===== config.mk =====
export PLATFORM = sky130hd
export DESIGN_NAME = ifu_prefetch
export DESIGN_NICKNAME = d
export VERILOG_FILES = /design/src/rtl/ifu_prefetch.sv
export SDC_FILE = /design/constraint.sdc
export NUM_CORES = 1
export LEC_CHECK = 0
export BUFFER_PORTS_ARGS = -buffer_cell sky130_fd_sc_hd__buf_2
export CAP_MARGIN = 20
export CORE_MARGIN = 3
export CORE_UTILIZATION = 29
export CTS_BUF_LIST = sky130_fd_sc_hd__clkbuf_4 sky130_fd_sc_hd__clkbuf_8
export CTS_CLUSTER_DIAMETER = 120
export DETAILED_ROUTE_END_ITERATION = 7
export PLACE_DENSITY_LB_ADDON = 0.15
export SYNTH_ARGS = -nofsm -noshare
export SYNTH_HDL_FRONTEND = slang
export SYNTH_SLANG_ARGS = --single-unit

===== constraint.sdc =====
create_clock -name i_clk -period 9.65 [get_ports i_clk]
set_clock_uncertainty 0.15 [all_clocks]
set_input_delay 1.93 -clock i_clk [delete_from_list [all_inputs] [get_ports i_clk]]
set_output_delay 1.93 -clock i_clk [all_outputs]
set_load 0.005 [all_outputs]

===== src/rtl/ifu_prefetch.sv =====
// ifu_prefetch: fetches aligned 64-bit beats over req/gnt/rvalid, splits them
// into 32-bit instructions and queues {pc, ins} for decode.
// Ports: i_clk, i_rst (async, active high); i_redirect/i_redirect_pc restart
// fetch; o_mem_req/o_mem_addr/i_mem_gnt/i_mem_rvalid/i_mem_rdata memory port;
// o_ins_valid/o_ins/o_pc/i_ins_ready decode handshake.
module ifu_prefetch #(
  parameter int CPU_WIDTH = 64,
  parameter int INS_WIDTH = 32,
  parameter int MEM_WIDTH = 64,
  parameter int FIFO_DEPTH = 4,
  parameter logic [CPU_WIDTH-1:0] PC_START = 64'h8000_0000
) (
  input  logic                 i_clk,
  input  logic                 i_rst,
  input  logic                 i_redirect,
  input  logic [CPU_WIDTH-1:0] i_redirect_pc,
  output logic                 o_mem_req,
  output logic [CPU_WIDTH-1:0] o_mem_addr,
  input  logic                 i_mem_gnt,
  input  logic                 i_mem_rvalid,
  input  logic [MEM_WIDTH-1:0] i_mem_rdata,
  output logic                 o_ins_valid,
  output logic [INS_WIDTH-1:0] o_ins,
  output logic [CPU_WIDTH-1:0] o_pc,
  input  logic                 i_ins_ready
);

  localparam int AW = $clog2(FIFO_DEPTH);
  localparam int CW = AW + 1;
  localparam logic [CW-1:0] DEPTH = CW'(FIFO_DEPTH);
  localparam logic [CPU_WIDTH-1:0] BEAT_MASK = ~CPU_WIDTH'(7);
  localparam logic [CPU_WIDTH-1:0] WORD_MASK = ~CPU_WIDTH'(3);

  typedef enum logic [1:0] {IDLE, REQ, WAIT} state_t;

  state_t state, state_n;

  logic [CPU_WIDTH-1:0] fetch_pc;
  logic [CPU_WIDTH-1:0] req_addr;
  logic                 drop;
  logic [AW-1:0]        rd_ptr;
  logic [AW-1:0]        wr_ptr;
  logic [AW-1:0]        wr_ptr1;
  logic [CW-1:0]        count;

  logic [INS_WIDTH-1:0] ins_q [FIFO_DEPTH];
  logic [CPU_WIDTH-1:0] pc_q  [FIFO_DEPTH];

  logic                 beat_ok;
  logic                 upper_only;
  logic [1:0]           push_n;
  logic                 pop;
  logic                 space;
  logic [CPU_WIDTH-1:0] redir_pc;
  logic [INS_WIDTH-1:0] lo_ins;
  logic [INS_WIDTH-1:0] hi_ins;

  assign redir_pc   = i_redirect_pc & WORD_MASK;
  assign lo_ins     = i_mem_rdata[INS_WIDTH-1:0];
  assign hi_ins     = i_mem_rdata[MEM_WIDTH-1:INS_WIDTH];
  assign upper_only = fetch_pc[2];
  assign wr_ptr1    = wr_ptr + AW'(1);

  // A beat is kept only when it answers a live request and no redirect
  // arrives with it.
  assign beat_ok = (state == WAIT) & i_mem_rvalid & ~drop & ~i_redirect;
  assign push_n  = beat_ok ? (upper_only ? 2'd1 : 2'd2) : 2'd0;
  assign pop     = o_ins_valid & i_ins_ready & ~i_redirect;
  assign space   = count <= (DEPTH - CW'(2));

  assign o_ins_valid = count != '0;
  assign o_ins       = o_ins_valid ? ins_q[rd_ptr] : '0;
  assign o_pc        = o_ins_valid ? pc_q[rd_ptr] : '0;
  assign o_mem_addr  = req_addr;

  always_ff @(posedge i_clk or posedge i_rst) begin
    if (i_rst) state <= IDLE;
    else       state <= state_n;
  end

  always_comb begin
    state_n   = state;
    o_mem_req = 1'b0;
    unique case (state)
      IDLE: if (space && !i_redirect) state_n = REQ;
      REQ: begin
        o_mem_req = 1'b1;
        if (i_mem_gnt) state_n = WAIT;
      end
      WAIT: if (i_mem_rvalid) state_n = IDLE;
      default: state_n = IDLE;
    endcase
  end

  always_ff @(posedge i_clk or posedge i_rst) begin
    if (i_rst) begin
      fetch_pc <= PC_START;
      req_addr <= PC_START & BEAT_MASK;
      drop     <= 1'b0;
      rd_ptr   <= '0;
      wr_ptr   <= '0;
      count    <= '0;
    end else begin
      // Latched so the address holds even if a redirect lands in REQ.
      if (state == IDLE && state_n == REQ)
        req_addr <= fetch_pc & BEAT_MASK;
      if (i_redirect) begin
        fetch_pc <= redir_pc;
        rd_ptr   <= '0;
        wr_ptr   <= '0;
        count    <= '0;
      end else begin
        if (beat_ok)
          fetch_pc <= fetch_pc +
                      (upper_only ? CPU_WIDTH'(4) : CPU_WIDTH'(8));
        wr_ptr <= wr_ptr + AW'(push_n);
        rd_ptr <= rd_ptr + AW'(pop);
        count  <= count + CW'(push_n) - CW'(pop);
      end
      // The in-flight response consumes the drop, even with a new redirect.
      if (state == WAIT && i_mem_rvalid)
        drop <= 1'b0;
      else if (i_redirect && state != IDLE)
        drop <= 1'b1;
    end
  end

  always_ff @(posedge i_clk) begin
    if (beat_ok) begin
      pc_q[wr_ptr] <= fetch_pc;
      if (upper_only) begin
        ins_q[wr_ptr] <= hi_ins;
      end else begin
        ins_q[wr_ptr]  <= lo_ins;
        ins_q[wr_ptr1] <= hi_ins;
        pc_q[wr_ptr1]  <= fetch_pc + CPU_WIDTH'(4);
      end
    end
  end

  a_count: assert property (
    @(posedge i_clk) disable iff (i_rst) count <= DEPTH);

endmodule


==> results.sh, run 1 <==
export IMPL_status="finished clean"
export IMPL_p_leak_uw=0.0104
export IMPL_powerDensity_nw_per_um2=218
export IMPL_viasPerCell=4.93
export IMPL_cp_max_fo=40
export IMPL_period_needed_ns=5.68
export IMPL_worst_path_buf_inv=2
export IMPL_fp_dieH_um=301
export IMPL_avgSynthCellArea_um2=13.1
export IMPL_holdWs_ns=0.338
export IMPL_die_area_um2=90300
export IMPL_grt_util_met3_pct=3.62
export IMPL_avgRoutedWirePerCell_um=24.4
export IMPL_cp_cell_sequence="buf_4, mux4_2, and2_1, buf_2"
export IMPL_synthCells=1921
export IMPL_cp_end_kind="output pin"
export IMPL_grtUsageTotal_pct=17.5
export IMPL_worstMarginPinSlew_ns=1.14
export IMPL_synthesis_area_um2=25200
export IMPL_r2r_slack_ns=5.93
export IMPL_slew_headroom_pct=23.3
export IMPL_initial_core_util_pct=29.4
export IMPL_critPathArrivalTime_ns=3.60
export IMPL_wirelength_um=80200
export IMPL_start_kind="flip-flop"
export IMPL_dr_pass1_iters=5
export IMPL_hold_path_class="reg -> reg"
export IMPL_clock_fmax_mhz=176
export IMPL_finish_instance_area_um2=29300
export IMPL_synthArstFlopShare_pct=26.1
export IMPL_synthDistinctLibCells=61
export IMPL_cts_buffers=96
export IMPL_finalHoldViolCount=0
export IMPL_ir_worst_vdd_mv=0.116
export IMPL_final_nets=2207
export IMPL_dieWidth_um=301
export IMPL_ys_top_cells_by_area="edfxtp_1 (45%), dfrtp_1 (13%), mux4_2 (8.4%)"
export IMPL_cts_root_buf="clkbuf_8"
export IMPL_cts_hold_buf=0
export IMPL_port_buffers=288
export IMPL_layout_drive_gt1_share_pct=38.0
export IMPL_post_cts_buffers=0
export IMPL_core_um2=85500
export IMPL_post_synth_top_area_cell="edfxtp_1"
export IMPL_utilization_pct=34.3
export IMPL_yosysWarnings=0
export IMPL_htree_levels=3
export IMPL_synth_seq_cells=509
export IMPL_num_io_pins=296
export IMPL_drc=0
export IMPL_cts_sinks=509
export IMPL_grt_busiest_layer="met2"
export IMPL_area_growth_pct=16.6
export IMPL_grt_first_pass_wirelength_um=117000
export IMPL_grt_util_met1_pct=23.6
export IMPL_maxCapViolCount=0
export IMPL_crit_family="flip-flops"
export IMPL_grt_overflow_total=0
export IMPL_cts_buffer_depth=3
export IMPL_synthTopCellsByCount="edfxtp_1 (376), clkbuf_1 (214), mux2_2 (187)"
export IMPL_synth_top_area_share_pct=44.9
export IMPL_tritoncts="done"
export IMPL_crit_required_ns=7.57
export IMPL_nFillCells=8534
export IMPL_drtAntennaViolNets=0
export IMPL_fin_tns_setup_ns=0
export IMPL_yosysMostFrequentCell="edfxtp_1"
export IMPL_synth_edf_count=376
export IMPL_dp_hpwl_um=50600
export IMPL_drtIter0Drc=1052
export IMPL_antenna_found_initial=5
export IMPL_use_met2_pct=28.9
export IMPL_dr_total_vias=16200
export IMPL_path_clk_slew_ns=0.06
export IMPL_grt_max_degree=76
export IMPL_slowest_delay_ns=1.05
export IMPL_slowest_stage="dfrtp_4"
export IMPL_post_cts_resized=0
export IMPL_drv_slew=0
export IMPL_placed_cell_area_um2=27200
export IMPL_place_congestion=0.805
export IMPL_ys_seq_area_share_pct=58.1
export IMPL_ys_flop_type="edfxtp_1"
export IMPL_rsz0062_at_grt="false"
export IMPL_clock_latency_ns=0.71
export IMPL_min_period_over_period_pct=58.9
export IMPL_grt_pass1_vias=16900
export IMPL_path_class="reg -> out"
export IMPL_setup_viol=0
export IMPL_row_count=107
==> worst paths after layout <==
| check | cells after the start | endpoint | start |
|---|---|---|---|
| max | 4 | o_pc[42] | rd_ptr[0]$_DFF_PP0_ |
| min | 2 | o_mem_addr[60]$_DFFE_PP0P_ | o_mem_addr[60]$_DFFE_PP0P_ |
| min reg2reg | 2 | o_mem_addr[60]$_DFFE_PP0P_ | o_mem_addr[60]$_DFFE_PP0P_ |
| min in group asynchronous | 2 | o_mem_addr[37]$_DFFE_PP0P_ | i_rst |
| max reg2reg | 5 | fetch_pc[48]$_DFFE_PP0N_ | fetch_pc[32]$_DFFE_PP0N_ |
| max in group asynchronous | 3 | o_mem_addr[9]$_DFFE_PP0P_ | i_rst |
==> worst reg2reg max path, stage by stage, from the launching register on <==
cell and delay [ns]:
dfrtp_1 0.71, nand4_1 0.44, nor4_2 1.04, nand3_1 0.61, or4_1 0.58, nand3_1 0.10
==> metrics by stage <==
stage | instances | power, uW | setup WS (ns)
floorplan | 1925 | 3560 | 3.50
global placement | 3108 | 4250 | 4.41
detailed placement | 3109 | 4260 | 4.40
CTS | 3289 | 6530 | 3.72
global route | 3292 | 6740 | 3.69
finish | 3292 | 6390 | 3.97
==> layer usage <==
layer	part of all wire, %	wire [um]
met1	44	35000
met2	48	38300
met3	6.7	5390
met4	1.9	1530
met5	0.015	12
==> cell families (layout without fill, tap and decap cells) <==
kind of cell / after synthesis / after routing / share of synthesized area, %
compound gates: 100 / 100 / 2.42
xor+xnor: 157 / 157 / 5.47
fa+ha+maj: 8 / 8 / 0.428
buf+inv: 292 / 514 / 4.90
flops: 509 / 509 / 58.1
mux: 283 / 283 / 16.9
other cells: 1 / 6 / 0.0149
simple gates: 571 / 571 / 11.8
==> layout by cell type, fill, tap and decap left out, drive strengths merged, types with 2 or more instances in the layout <==
cell type  netlist  routed
conb             1       5
and2            97      97
nor2           105     105
edfxtp         376     376
mux4            94      94
buf             60     320
inv             13      18
dfrtp          131     131
o31ai            8       8
nor4            20      20
clkbuf         214     155
nand3           41      41
and4             4       4
dfstp            2       2
xnor2           83      83
o211ai          12      12
mux2i            2       2
clkinv           1      19
a221oi           2       2
mux2           187     187
a31oi           12      12
nand3b           2       2
a21o             2       2
ha               7       7
and3            14      14
nor2b            6       6
a21oi            9       9
o21ai           47      47
xor2            74      74
nand2          153     153
nand2b           4       4
nor3            21      21
or4             23      23
or3             12      12
or2              6       6
nand4           57      57
==> layout make-up <==
cell class	instances	area (um2)	area share, %
sequential	509	14600	49.9
multi-input combinational	1124	9450	32.2
clock buffer	155	1850	6.32
timing repair buffer	320	1720	5.87
tap	1144	1430	4.88
clock inverter	25	181	0.619
inverter	14	57.6	0.196
antenna	1	2.50	0.00853
==> sequential cells by signal (all words and copies together), names as in the netlist <==
signal and count:
count 3, drop 1, fetch_pc 62, ins_q 128
o_mem_addr 61, pc_q 248, rd_ptr 2, state 2
wr_ptr 2
==> where the power goes <==
part | internal, uW | leakage [uW] | total [uW] | switching [uW]
Combinational | 666 | 0.00434 | 1390 | 725
Clock | 1250 | 0.00110 | 2220 | 971
Sequential | 2570 | 0.00498 | 2780 | 208
Total | 4480 | 0.0104 | 6390 | 1900
No activity file was read; power rests on OpenSTA's default activity.
==> run 2: changes to the inputs <==
- ABC_AREA: unset -> 1
- clock period: 9.65 -> 4.66 ns (I/O delays scaled with it)
==> results.sh, run 2 <==
export IMPL_yosysMostFrequentCell="nand2_1"
export IMPL_cts_buffers=96
export IMPL_avgSynthCellArea_um2=8.38
export IMPL_worst_path_buf_inv=3
export IMPL_avgRoutedWirePerCell_um=20.6
export IMPL_slew_headroom_pct=29.0
export IMPL_row_count=109
export IMPL_grtUsageTotal_pct=19.4
export IMPL_slowest_stage="dfrtp_4"
export IMPL_drtAntennaViolNets=0
export IMPL_ir_worst_vdd_mv=0.277
export IMPL_synth_seq_cells=509
export IMPL_reg_largest_list="pc_q (248), ins_q (128), fetch_pc (62)"
export IMPL_drc=0
export IMPL_reg2regPathDepth=10
export IMPL_crit_family="buffers and inverters"
export IMPL_multi_input_area_um2=9690
export IMPL_htree_levels=3
export IMPL_rsz0062_at_grt="false"
export IMPL_cp_cell_sequence="inv_4, buf_4, o21ai_0, a21oi_1, buf_2"
export IMPL_utilization_pct=34.1
export IMPL_core_um2=89200
export IMPL_cp_end_kind="output pin"
export IMPL_cts_buffer_depth=3
export IMPL_layout_drive_gt1_share_pct=17.0
export IMPL_worstMarginPinSlew_ns=1.07
export IMPL_ys_flop_type="edfxtp_1"
export IMPL_synthCells=3138
export IMPL_dp_hpwl_um=60200
export IMPL_cts_sinks=509
export IMPL_die_area_um2=94300
export IMPL_worst_path_stages=5
export IMPL_cts_hold_buf=0
export IMPL_final_cell_mix="nand2_1 (718), nor2_1 (547), o21ai_0 (462)"
export IMPL_final_nets=3401
export IMPL_fin_tns_setup_ns=0
export IMPL_hold_path_class="in -> async"
export IMPL_ys_top_cells_by_area="edfxtp_1 (43%), dfrtp_1 (12%), nand2_1 (10%)"
export IMPL_grt_first_pass_wirelength_um=137000
export IMPL_largest_reg_flops=248
export IMPL_regArea_um2=14600
export IMPL_path_class="reg -> out"
export IMPL_p_leak_uw=0.0125
export IMPL_viasPerCell=4.74
export IMPL_grt_pass1_vias=21100
export IMPL_area_growth_pct=15.6
export IMPL_synthTopCellsByCount="nand2_1 (726), nor2_1 (547), o21ai_0 (462)"
export IMPL_synthArstFlopShare_pct=26.1
export IMPL_yosysWarnings=0
export IMPL_post_cts_buffers=0
export IMPL_post_cts_resized=0
export IMPL_final_common_cell="nand2_1"
export IMPL_synth_edf_count=376
export IMPL_fp_dieH_um=307
export IMPL_maxCapViolCount=0
export IMPL_grt_overflow_total=0
export IMPL_ys_seq_area_share_pct=55.6
export IMPL_cts_root_buf="clkbuf_8"
export IMPL_synthDistinctLibCells=40
export IMPL_dieWidth_um=307
export IMPL_crit_required_ns=3.58
export IMPL_num_io_pins=296
export IMPL_critPathArrivalTime_ns=2.90
export IMPL_wirelength_um=92700
export IMPL_path_clk_slew_ns=0.06
export IMPL_place_congestion=0.901
export IMPL_dr_pass1_iters=5
export IMPL_slowest_delay_ns=0.59
export IMPL_nFillCells=9488
export IMPL_period_needed_ns=3.98
export IMPL_min_period_over_period_pct=85.5
export IMPL_antenna_found_initial=3
export IMPL_initial_core_util_pct=29.5
export IMPL_dr_total_vias=21300
export IMPL_clock_latency_ns=0.71
export IMPL_status="finished clean"
export IMPL_start_kind="flip-flop"
export IMPL_cp_max_fo=60
export IMPL_grt_max_degree=94
export IMPL_regMostFlops="pc_q"
export IMPL_clock_fmax_mhz=251
export IMPL_drv_slew=0
export IMPL_powerDensity_nw_per_um2=433
export IMPL_setup_viol=0
export IMPL_r2r_slack_ns=1.43
export IMPL_port_buffers=288
export IMPL_finalHoldViolCount=0
export IMPL_synthesis_area_um2=26300
export IMPL_post_synth_top_area_cell="edfxtp_1"
export IMPL_drtIter0Drc=1348
export IMPL_synth_top_area_share_pct=42.9
export IMPL_tritoncts="done"
## run 2: kinds of logic after synthesis
kind of cell	count (synthesis)	share of synthesized area, %
adder cells (fa/ha/maj)	8	0.409
other	1	0.0143
AO/OA/AOI/OAI	669	13.2
XOR/XNOR	47	1.59
multiplexers	4	0.171
flip-flops	509	55.6
buffers and inverters	489	7.74
AND/OR/NAND/NOR	1411	21.3
## run 2: final cells by class
class / instances / area share [%]
timing repair buffer: 343 / 6.62
sequential: 509 / 48.1
clock inverter: 42 / 1.07
clock buffer: 136 / 5.42
inverter: 165 / 2.08
antenna: 1 / 0.00823
multi-input combinational: 2144 / 31.9
tap: 1165 / 4.80
## run 2: report_power, final
group	switching [uW]	internal (uW)	total (uW)	leakage, uW
clock	2040	2470	4520	0.00105
sequential	405	5310	5720	0.00502
combinational	1920	1010	2930	0.00645
## run 2: stage by stage
step / hold WS [ns] / total power (uW) / cells / area [um2] / setup slack, ns
after CTS: 0.213 / 13400 / 4503 / 30400 / 0.557
after global placement: 0.319 / 8800 / 4324 / 28400 / 1.33
after floorplan: 0.326 / 7270 / 3142 / 26300 / 0.0269
after global routing: 0.249 / 13900 / 4505 / 30400 / 0.474
final: 0.243 / 13200 / 4505 / 30400 / 0.678
after detailed placement: 0.324 / 8810 / 4325 / 28400 / 1.32
## run 2: metal layers
metal / GRT usage, % / wire length [um] / vias to the layer above / part of all wire [%]
met5: 0 / 0 / - / 0
met4: 5.72 / 2130 / 0 / 2.3
met3: 2.82 / 4470 / 128 / 4.8
met2: 33.1 / 44700 / 577 / 48
met1: 25.6 / 41300 / 10100 / 45
li1: - / - / 10500 / -
## run 2: worst paths after layout
kind,from,to
min in group i_clk,i_mem_gnt,state[0]$_DFF_PP0_
worst max-delay path,rd_ptr[0]$_DFF_PP0_,o_pc[52]
worst min-delay path,i_rst,state[1]$_DFF_PP0_
worst min register to register,o_mem_addr[51]$_DFFE_PP0P_,o_mem_addr[51]$_DFFE_PP0P_
worst max register to register,fetch_pc[2]$_DFFE_PP0N_,fetch_pc[49]$_DFFE_PP0N_
max in group asynchronous,i_rst,fetch_pc[38]$_DFFE_PP0N_
